--- config.mk ---
export PLATFORM = sky130hd
export DESIGN_NAME = prim_hold_ctr
export DESIGN_NICKNAME = d
export VERILOG_FILES = /design/src/rtl/prim_hold_pkg.sv /design/src/rtl/prim_hold_timer.sv /design/src/rtl/prim_hold_ctr.sv
export SDC_FILE = /design/constraint.sdc
export NUM_CORES = 1
export LEC_CHECK = 0
export CAP_MARGIN = 20
export CORE_AREA = 2 2 39 41
export DETAILED_ROUTE_END_ITERATION = 12
export DIE_AREA = 0 0 41 43
export GPL_TIMING_DRIVEN = 0
export HOLD_SLACK_MARGIN = 0.03
export REMOVE_ABC_BUFFERS = 1
export SETUP_SLACK_MARGIN = 0.3
export SYNTH_ARGS = -nofsm -noshare
export SYNTH_HDL_FRONTEND = slang
export SYNTH_SLANG_ARGS = --single-unit
--- constraint.sdc ---
create_clock -name clk_i -period 1 [get_ports clk_i]
set_input_delay 0.15 -clock clk_i [delete_from_list [all_inputs] [get_ports clk_i]]
set_output_delay 0.15 -clock clk_i [all_outputs]
set_load 0.01 [all_outputs]
--- src/rtl/prim_hold_pkg.sv ---
// Shared types and helpers for the output hold counter (prim_hold_ctr).
package prim_hold_pkg;

  typedef enum logic [0:0] {HoldIdle, HoldActive} hold_state_e;

  localparam int unsigned SwallowCntW = 16;

  // Counter width for a hold of the given length; never narrower than one bit.
  function automatic int unsigned hold_ctr_width(int unsigned cycles);
    return (cycles <= 2) ? 1 : $clog2(cycles);
  endfunction

endpackage

--- src/rtl/prim_hold_timer.sv ---
// Hold-window timer: restarts from zero on start_i/clear_i, stops at Cycles-1.
module prim_hold_timer
  import prim_hold_pkg::*;
#(
  parameter int unsigned Cycles = 4
) (
  input  logic clk_i,
  input  logic rst_ni,
  input  logic start_i,
  input  logic clear_i,
  output logic expired_o
);

  localparam int unsigned CtrW = hold_ctr_width(Cycles);
  localparam logic [CtrW-1:0] CtrMax = CtrW'(Cycles - 1);

  logic [CtrW-1:0] ctr_q;

  always_ff @(posedge clk_i) begin
    if (!rst_ni || clear_i || start_i) begin
      ctr_q <= '0;
    end else if (ctr_q != CtrMax) begin
      ctr_q <= ctr_q + CtrW'(1);
    end
  end

  assign expired_o = (ctr_q == CtrMax);

endmodule

--- src/rtl/prim_hold_ctr.sv ---
// Output hold counter: every output level lasts at least Cycles clocks.
// Define PRIM_HOLD_CTR_STATS_EN to add swallow_cnt_o (dropped-glitch statistics).
module prim_hold_ctr
  import prim_hold_pkg::*;
#(
  parameter int unsigned Cycles     = 4,
  parameter logic        ResetValue = 1'b0
) (
  input  logic clk_i,
  input  logic rst_ni,
  input  logic enable_i,
  input  logic data_i,
  output logic out_o,
  output logic busy_o,
  output logic pending_o
`ifdef PRIM_HOLD_CTR_STATS_EN
  ,
  output logic [SwallowCntW-1:0] swallow_cnt_o
`endif
);

  if (Cycles < 2) begin : gen_cycles_check
    $error("prim_hold_ctr: Cycles must be at least 2");
  end

  hold_state_e state_q;
  logic        out_q;
  logic        change;
  logic        expired;
  logic        timer_start;
  logic        timer_clear;

  assign change = (data_i != out_q);

  // Restart on any accepted output change; park at zero while idle or bypassed.
  assign timer_start = enable_i && change &&
                       ((state_q == HoldIdle) || ((state_q == HoldActive) && expired));
  assign timer_clear = !enable_i || (state_q == HoldIdle);

  prim_hold_timer #(
    .Cycles (Cycles)
  ) u_timer (
    .clk_i     (clk_i),
    .rst_ni    (rst_ni),
    .start_i   (timer_start),
    .clear_i   (timer_clear),
    .expired_o (expired)
  );

  always_ff @(posedge clk_i) begin
    if (!rst_ni) begin
      state_q <= HoldIdle;
      out_q   <= ResetValue;
    end else if (!enable_i) begin
      state_q <= HoldIdle;
      out_q   <= data_i;
    end else begin
      unique case (state_q)
        HoldIdle: begin
          if (change) begin
            out_q   <= data_i;
            state_q <= HoldActive;
          end
        end
        HoldActive: begin
          if (expired) begin
            if (change) begin
              out_q <= data_i;
            end else begin
              state_q <= HoldIdle;
            end
          end
        end
        default: state_q <= HoldIdle;
      endcase
    end
  end

  assign out_o     = enable_i ? out_q : data_i;
  assign busy_o    = enable_i && (state_q == HoldActive);
  assign pending_o = busy_o && change;

`ifdef PRIM_HOLD_CTR_STATS_EN
  logic                   diff_seen_q;
  logic [SwallowCntW-1:0] swallow_cnt_q;
  logic                   swallow;

  // A hold that saw a differing request but expired with data back at out_q.
  assign swallow = busy_o && expired && !change && diff_seen_q;

  always_ff @(posedge clk_i) begin
    if (!rst_ni) begin
      diff_seen_q   <= 1'b0;
      swallow_cnt_q <= '0;
    end else begin
      if (!busy_o || expired) begin
        diff_seen_q <= 1'b0;
      end else begin
        diff_seen_q <= diff_seen_q | change;
      end
      if (swallow && (swallow_cnt_q != '1)) begin
        swallow_cnt_q <= swallow_cnt_q + SwallowCntW'(1);
      end
    end
  end

  assign swallow_cnt_o = swallow_cnt_q;
`endif

endmodule

==> reports/summary.txt, run 1 <==
Arrival time worst endpoint -> 0.94 ns
Fill cell instance count of the final layout -> 155
Number of cells produced by synthesis -> 23
R2R setup slack -> 0.08 ns
Area inside the core boundary -> 0.001384 mm^2
Synthesized area per cell -> 8.922 um^2
Beginning of the worst register-to-register path -> u_timer.ctr_q[1]
Worst Hold Path EP -> state_q
Most Used Layer, Global Route -> met2
Number of cells in the design after placement -> 45
Clock sink total -> 4
Pleak -> 0.0001661 uW
CP Capture Type -> output port
Number of nets at the end of the flow -> 45
Antenna violations before repair -> 0
Total inserted antenna cells -> 0
Startpoint type of the worst setup path -> flip-flop
Min-delay src -> enable_i
Clock root buffer -> sky130_fd_sc_hd__clkbuf_4
DIE AREA -> 0.001763 mm^2
Proportion of synthesized chip area in sequential cells -> 39.02%
Port Buffers -> 6
Depth of the most critical reg-to-reg path -> 3
Worst endpoint required time -> 0.85 ns
Clock latency of the later-clocked register in the worst-skew pair -> 0.23 ns
DR vias/cell -> 4.037
Min-Delay Path Class -> in -> reg
Row cnt -> 14
Overall die width -> 41 um
Initial Utilization -> 14.83%
Violations in the final reports -> negative setup slack
Maximum buffer depth of the clock tree -> 2
Global Route met3 Usage -> 1.571%
Global-route wire length before repair -> 807 um
TritonCTS clock tree -> done
Number of endpoints with negative hold slack in the final report -> 0
Iteration count of the initial detailed-routing pass -> 1
Minimum period implied by the final worst setup slack -> 1.090 ns
Peak Freq -> 917.6 MHz
I/O pin cnt -> 7
Final HPWL from detailed placement -> 308.1 um
Final worst clock skew -> 0.001030 ns
DRC violation total after the first TritonRoute iteration -> 0
Ratio of cells with drive above 1 in the final layout -> 73.68%
Die H -> 43 um
Final weighted congestion in routability-driven placement -> 0.6080
Endpoint of the worst register-to-register path -> u_timer.ctr_q[0]
Maximum net fanout on the critical path -> 3
H-tree Lvls -> 1
Synth Register Bits -> 4
Total detailed-routing wirelength -> 474 um
Final worst path period share -> 109.0%
Antenna viol nets, final -> 0
Drc violations -> 0
Worst slew pin tran -> 0.2050 ns
Setup violators final -> 2
Clock slew at reported path FFs -> 0.03 ns
GR Util met1 -> 7.074%
Max capacitance violation total -> 0
Power density over the cells -> 1111 mW/mm^2
Hold path depth -> 3
Fin worst setup slack -> -0.08979 ns
Gr ovfl total -> 0
Detail-routed net length per standard cell -> 8.778 um
Total Neg Setup Slack -> -0.1309 ns
Yosys warnings -> 0
Total routing resource utilization after global routing -> 6.928%
Netlist cell types -> 14
Number of global-route vias before repair -> 236
Outcome -> finished with violations
Maximum number of pins on one net before global-route repair -> 8
VDD IR max -> 438.3 uV
Number of buffers created by CTS -> 3
Worst relative slew slack -> 86.34%
Synth-to-Final Area Change -> 96.34%
Mapped Area -> 205.2 um^2
Origin of the worst setup path -> out_q
Type of the worst setup path -> reg -> out
Routed via count -> 218
Global-route track usage on met2 -> 10.94%
Post-Layout Cell Count -> 54
Setup repair after global routing missed its margin -> yes
Final Max Slew Viols -> 0
==> synth_stat cells <==
cell	count	area [um^2]
sky130_fd_sc_hd__a21boi_0	1	7.510
sky130_fd_sc_hd__a21oi_1	3	15.01
sky130_fd_sc_hd__dfxtp_1	4	80.08
sky130_fd_sc_hd__ha_1	1	12.51
sky130_fd_sc_hd__inv_1	1	3.750
sky130_fd_sc_hd__mux2_2	1	11.26
sky130_fd_sc_hd__nand2_1	2	7.510
sky130_fd_sc_hd__nand2b_1	2	12.51
sky130_fd_sc_hd__nand3_1	3	15.01
sky130_fd_sc_hd__nand4b_1	1	8.760
sky130_fd_sc_hd__nor2_1	1	3.750
sky130_fd_sc_hd__o21ai_0	1	5.000
sky130_fd_sc_hd__or2_2	1	6.260
sky130_fd_sc_hd__xnor2_2	1	16.27
==> kinds of logic (layout without fill, tap and decap cells) <==
group | count (synthesis) | count (layout) | share of synthesized area, %
muxes | 1 | 1 | 5.487
AOI/OAI and AO/OA | 5 | 5 | 13.41
buffers and inverters | 1 | 16 | 1.828
adders and majority gates | 1 | 1 | 6.097
and+or+nand+nor | 10 | 10 | 26.22
DFF | 4 | 4 | 39.03
xor gates and xnor gates | 1 | 1 | 7.929
==> cells in the final DEF (no fill, tap or decap) <==
| cell type | n |
|---|---|
| sky130_fd_sc_hd__inv_2 | 1 |
| sky130_fd_sc_hd__or2_4 | 1 |
| sky130_fd_sc_hd__xnor2_2 | 1 |
| sky130_fd_sc_hd__mux2_4 | 1 |
| sky130_fd_sc_hd__nand3_2 | 2 |
| sky130_fd_sc_hd__a21oi_2 | 3 |
| sky130_fd_sc_hd__nand2b_4 | 1 |
| sky130_fd_sc_hd__nor2_1 | 1 |
| sky130_fd_sc_hd__nand2b_1 | 1 |
| sky130_fd_sc_hd__nand3_1 | 1 |
| sky130_fd_sc_hd__dlygate4sd2_1 | 2 |
| sky130_fd_sc_hd__a21boi_1 | 1 |
| sky130_fd_sc_hd__nand4b_1 | 1 |
| sky130_fd_sc_hd__clkdlybuf4s50_1 | 1 |
| sky130_fd_sc_hd__buf_4 | 6 |
| sky130_fd_sc_hd__nand2_1 | 1 |
| sky130_fd_sc_hd__buf_6 | 2 |
| sky130_fd_sc_hd__clkbuf_4 | 3 |
| sky130_fd_sc_hd__dfxtp_2 | 4 |
| sky130_fd_sc_hd__nand2_2 | 1 |
| sky130_fd_sc_hd__o21ai_0 | 1 |
| sky130_fd_sc_hd__ha_4 | 1 |
| sky130_fd_sc_hd__buf_2 | 1 |
==> per-layer routing <==
layer	part of all wire (%)	up-vias	wire, um
met1	38	101	182
met2	53	6	253
met3	8.0	0	38
met4	0	0	0
met5	0	-	0
li1	-	111	-
==> worst max-delay path, cell delays in order (launching register included) <==
cell,delay (ns)
sky130_fd_sc_hd__dfxtp_2,0.33
sky130_fd_sc_hd__mux2_4,0.26
sky130_fd_sc_hd__buf_6,0.12
==> power by group <==
part / internal, uW / total [uW] / switching, uW
Combinational: 47.1 / 81.0 / 33.9
Sequential: 168 / 174 / 5.75
Clock: 134 / 193 / 59.2
==> cell type report <==
class | instances | area, um^2 | share of cell area (%)
clock buffers | 3 | 22.52 | 5.590
inverters | 1 | 3.754 | 0.9317
multi-input cells | 18 | 171.4 | 42.55
flip-flops and latches | 4 | 85.08 | 21.12
well taps | 16 | 20.02 | 4.969
repair buffers | 12 | 100.1 | 24.84
==> per-stage QoR <==
stage | util (%) | area, um^2 | worst slack, ns | hold slack [ns] | total power [uW]
floorplan | - | 205.2 | 0.007615 | 0.2661 | 200.7
global placement | 20.61 | 285.3 | -0.6695 | 0.4747 | 232.4
detailed placement | 20.61 | 285.3 | -0.6646 | 0.4873 | 232.7
CTS | 28.12 | 389.1 | -0.09629 | 0.3764 | 456.7
global route | 29.11 | 402.9 | -0.1185 | 0.3949 | 473.4
finish | 29.11 | 402.9 | -0.08979 | 0.3846 | 447.7
==> sequential cells by signal (all words and copies together) (netlist names) <==
signal	cells
out_q	1
state_q	1
u_timer.ctr_q	2
==> worst max path at each step <==
| stage | slack (ns) | to | depth (start not counted) |
|---|---|---|---|
| floorplan | 0.008 | u_timer.ctr_q[0] | 3 |
| global placement | -0.67 | out_o | 3 |
| detailed placement | -0.66 | out_o | 3 |
| CTS | -0.1 | out_o | 2 |
| global route | -0.12 | out_o | 2 |
| finish | -0.09 | out_o | 2 |
==> what timing repair did <==
action                     in CTS  in global routing
cloned                          0                  0
setup endpoints to repair       7                  7
buffers inserted                5                  1
hold buffers                    0                  0
pin swaps                       6                  0
resized for setup              31                  2
Note: power is estimated with default switching activity, not from simulation.
==> run 2, diff against run 1 <==
- ABC_AREA: unset -> 1
- clock period: 1 -> 1.2 ns (I/O delays scaled with it)
==> run 2 against run 1 <==
Against the previous run:
- the run now ends clean
- largest power group unchanged
- synthesized cell count rose by 57%
- sequential power fell by 17%
- critical endpoint is now pending_o
- worst hold slack improved by 0.012 ns
- utilization rose by 0.18 points
- register-to-register slack improved by 0.15 ns
- die area did not move
- synthesized area rose by 10%
- global-route usage rose by 1.3 points
- total power fell by 16%
==> reports/summary.txt, run 2 <==
Iteration count of the initial detailed-routing pass -> 3 (was 1)
Final HPWL from detailed placement -> 349.3 um (was 308.1 um)
Post-placement setup slack -> -0.4900 ns (was -0.6646 ns)
Clock latency of the later-clocked register in the worst-skew pair -> 0.23 ns (about the same)
Worst relative slew slack -> 88.41% (was 86.34%)
Post-Layout Cell Count -> 67 (was 54)
Dominant cell by count in the synthesized netlist -> sky130_fd_sc_hd__nand2_1 (was sky130_fd_sc_hd__dfxtp_1)
DIE AREA -> 0.001763 mm^2 (unchanged)
Overall die width -> 41 um (unchanged)
Min-Delay Path Class -> in -> reg (unchanged)
Gr ovfl total -> 0 (unchanged)
Outcome -> finished, final reports clean (was finished with violations)
TritonCTS clock tree -> done (unchanged)
Number of endpoints with negative hold slack in the final report -> 0 (unchanged)
Number of global-route vias before repair -> 234 (was 236)
Hold path depth -> 3 (unchanged)
Top FF cell, synth -> sky130_fd_sc_hd__dfxtp_1 (unchanged)
Total detailed-routing wirelength -> 554 um (was 474 um)
Final instance area -> 405.4 um^2 (was 402.9 um^2)
Type of the worst setup path -> reg -> out (unchanged)
Number of buffers created by CTS -> 3 (unchanged)
Pleak -> 0.0002032 uW (was 0.0001661 uW)
Initial Utilization -> 16.37% (was 14.83%)
Detailed-routed wire length on met3 -> 6 um (was 38 um)
VDD IR max -> 443.6 uV (was 438.3 uV)
DR vias/cell -> 3.851 (was 4.037)
I/O pin cnt -> 7 (unchanged)
Total routing resource utilization after global routing -> 8.225% (was 6.928%)
Setup violators final -> 0 (was 2)
Row cnt -> 14 (unchanged)
Top cell type by total area after synthesis -> sky130_fd_sc_hd__dfxtp_1 (unchanged)
Clock sink total -> 4 (unchanged)
Synth-to-Final Area Change -> 79.01% (was 96.34%)
Setup repair after global routing missed its margin -> yes (unchanged)
Synthesized area per cell -> 6.291 um^2 (was 8.922 um^2)
Met1 wire length -> 245 um (was 182 um)
Synth Register Bits -> 4 (unchanged)
Maximum buffer depth of the clock tree -> 2 (unchanged)
Proportion of synthesized chip area in sequential cells -> 35.36% (was 39.02%)
Met2 wire length -> 282 um (was 253 um)
Routed via count -> 258 (was 218)
Worst endpoint required time -> 1.02 ns (was 0.85 ns)
Number of cells produced by synthesis -> 36 (was 23)
Synth async-reset ratio -> 0% (unchanged)
Ratio of cells with drive above 1 in the final layout -> 60.78% (was 73.68%)
Commonest non-fill, non-tap cell in the layout -> sky130_fd_sc_hd__nand2_1 (was sky130_fd_sc_hd__buf_4)
Minimum period implied by the final worst setup slack -> 1.135 ns
Peak Freq -> 881.2 MHz
Maximum net fanout on the critical path -> 4 (was 3)
Number of cells in the design after placement -> 58 (was 45)
Final worst path period share -> 94.57%
Number of nets at the end of the flow -> 58 (was 45)
Arrival time worst endpoint -> 0.95 ns (was 0.94 ns)
Final weighted congestion in routability-driven placement -> 0.7651 (was 0.6080)
Power density over the cells -> 925.1 mW/mm^2 (was 1111 mW/mm^2)
Number of buffers inserted for hold repair after clock tree synthesis -> 0 (unchanged)
Most frequent cells in the layout -> 7 x sky130_fd_sc_hd__nand2_1, 6 x sky130_fd_sc_hd__nand2_2, 5 x sky130_fd_sc_hd__buf_4 (was 6 x sky130_fd_sc_hd__buf_4, 4 x sky130_fd_sc_hd__dfxtp_2, 3 x sky130_fd_sc_hd__a21oi_2, 3 x sky130_fd_sc_hd__clkbuf_4)
Global-route wire length before repair -> 903 um (was 807 um)
Most flops, register -> u_timer.ctr_q (unchanged)
Drc violations -> 0 (unchanged)
Antenna violations before repair -> 0 (unchanged)
Detail-routed net length per standard cell -> 8.269 um (was 8.778 um)
Synth cell count leaders -> 11 x sky130_fd_sc_hd__nand2_1, 6 x sky130_fd_sc_hd__nor2_1, 5 x sky130_fd_sc_hd__inv_1, 4 x sky130_fd_sc_hd__dfxtp_1 (was 4 x sky130_fd_sc_hd__dfxtp_1, 3 x sky130_fd_sc_hd__a21oi_1, 3 x sky130_fd_sc_hd__nand3_1, 2 x sky130_fd_sc_hd__nand2_1, 2 x sky130_fd_sc_hd__nand2b_1)
Max Used Layer -> met4 (was met3)
Largest cells by area after synthesis -> sky130_fd_sc_hd__dfxtp_1 35%, sky130_fd_sc_hd__nand2_1 18%, sky130_fd_sc_hd__nor2_1 9.9% (was sky130_fd_sc_hd__dfxtp_1 39%, sky130_fd_sc_hd__xnor2_2 7.9%, sky130_fd_sc_hd__a21oi_1 7.3%)
Final worst clock skew -> 0.006576 ns (was 0.001030 ns)
Die H -> 43 um (unchanged)
Port Buffers -> 6 (unchanged)
Antenna viol nets, final -> 0 (unchanged)
Area inside the core boundary -> 0.001384 mm^2 (unchanged)
Largest registers ranked by flip-flop count -> u_timer.ctr_q x2, out_q x1, state_q x1 (unchanged)
Synth top area share -> 35.36% (was 39.02%)
Final Max Slew Viols -> 0 (unchanged)
Post-synth EDFFs -> 0 (unchanged)
Yosys warnings -> 0 (unchanged)
Startpoint type of the worst setup path -> flip-flop (unchanged)
Max reg flops -> 2 (unchanged)
Mapped Area -> 226.5 um^2 (was 205.2 um^2)
Depth of the most critical reg-to-reg path -> 6 (was 3)
Total inserted antenna cells -> 0 (unchanged)
CP Capture Type -> output port (unchanged)
H-tree Lvls -> 1 (unchanged)
Max capacitance violation total -> 0 (unchanged)
DRC violation total after the first TritonRoute iteration -> 3 (was 0)
Worst slew pin tran -> 0.1739 ns (was 0.2050 ns)
Netlist cell types -> 11 (was 14)
Fill cell instance count of the final layout -> 155 (unchanged)
Instance area at placement -> 306.5 um^2 (was 285.3 um^2)
Clock slew at reported path FFs -> 0.04 ns (was 0.03 ns)
Clock root buffer -> sky130_fd_sc_hd__clkbuf_4 (unchanged)
Maximum number of pins on one net before global-route repair -> 6 (was 8)
Fin worst setup slack -> 0.06513 ns (was -0.08979 ns)
[run 2: changes by cell type in the layout (fill, tap and decap cells not counted), moves of 2 or more]
cell,before,now
sky130_fd_sc_hd__a21oi_2,3,1
sky130_fd_sc_hd__inv_1,0,2
sky130_fd_sc_hd__nand2_1,1,7
sky130_fd_sc_hd__nand2_2,1,6
sky130_fd_sc_hd__nand3_2,2,0
sky130_fd_sc_hd__inv_2,1,4
sky130_fd_sc_hd__nor2_2,0,2
sky130_fd_sc_hd__nor2_1,1,4
[run 2: worst paths after layout]
kind                                        from                to  slack [ns]
worst max-delay path                       out_q         pending_o        0.07
worst min-delay path                    enable_i           state_q        0.40
worst max register to register  u_timer.ctr_q[0]  u_timer.ctr_q[1]        0.23
worst min register to register             out_q             out_q        0.51
[run 2: layout make-up]
type / instances / area, um^2 / area share, %
Multi-Input combinational cell: 25 / 151.4 / 37.35
Inverter: 7 / 28.78 / 7.099
Sequential cell: 4 / 85.08 / 20.99
Tap cell: 16 / 20.02 / 4.938
Clock buffer: 3 / 22.52 / 5.556
Timing Repair Buffer: 12 / 97.59 / 24.07
[run 2: layer usage]
layer | track usage [%] | up-vias
met5 | 0 | -
met1 | 8.974 | 113
met2 | 10.31 | 4
met3 | 3.141 | 2
met4 | 10.00 | 0
li1 | - | 139
[run 2: kinds of logic (layout without fill, tap and decap cells)]
| family | after synthesis | after routing | share of synthesized area, % |
|---|---|---|---|
| simple gates | 19 | 19 | 33.70 |
| compound gates | 4 | 4 | 9.944 |
| flops | 4 | 4 | 35.36 |
| xor+xnor | 1 | 1 | 3.868 |
| fa+ha+maj | 1 | 1 | 5.524 |
| buf+inv | 7 | 22 | 11.60 |
[run 2: critical path, cell delays in order, from the launching register on]
cell                      delay, ns
sky130_fd_sc_hd__dfxtp_2       0.33
sky130_fd_sc_hd__inv_2         0.05
sky130_fd_sc_hd__nand2_2       0.04
sky130_fd_sc_hd__nand2_2       0.08
sky130_fd_sc_hd__inv_2         0.04
sky130_fd_sc_hd__nor2_2        0.06
sky130_fd_sc_hd__buf_2         0.13
[run 2: metrics by stage]
stage	setup TNS [ns]	util [%]	hold WS (ns)	total power, uW
3_3_place_gp	-1.302	22.15	0.4829	194.1
3_5_place_dp	-1.308	22.15	0.4851	194.8
6_report	0	29.29	0.3962	375.0
2_1_floorplan	0	-	0.2961	168.7
5_1_grt	-0.01277	29.29	0.4150	396.8
4_1_cts	0	27.58	0.3840	376.2
[run 2: what timing repair did]
item	in CTS	in global routing
setup buffers	5	1
endpoints found under the hold margin	0	0
setup endpoints to repair	7	6
pin swaps	2	3
gates resized for setup	26	8
[run 2: power breakdown]
part / switching [uW] / leakage [uW] / internal (uW)
clock network: 53.9 / 0.0000138 / 112
registers: 4.59 / 0.0000344 / 140
logic: 32.8 / 0.000155 / 32.3
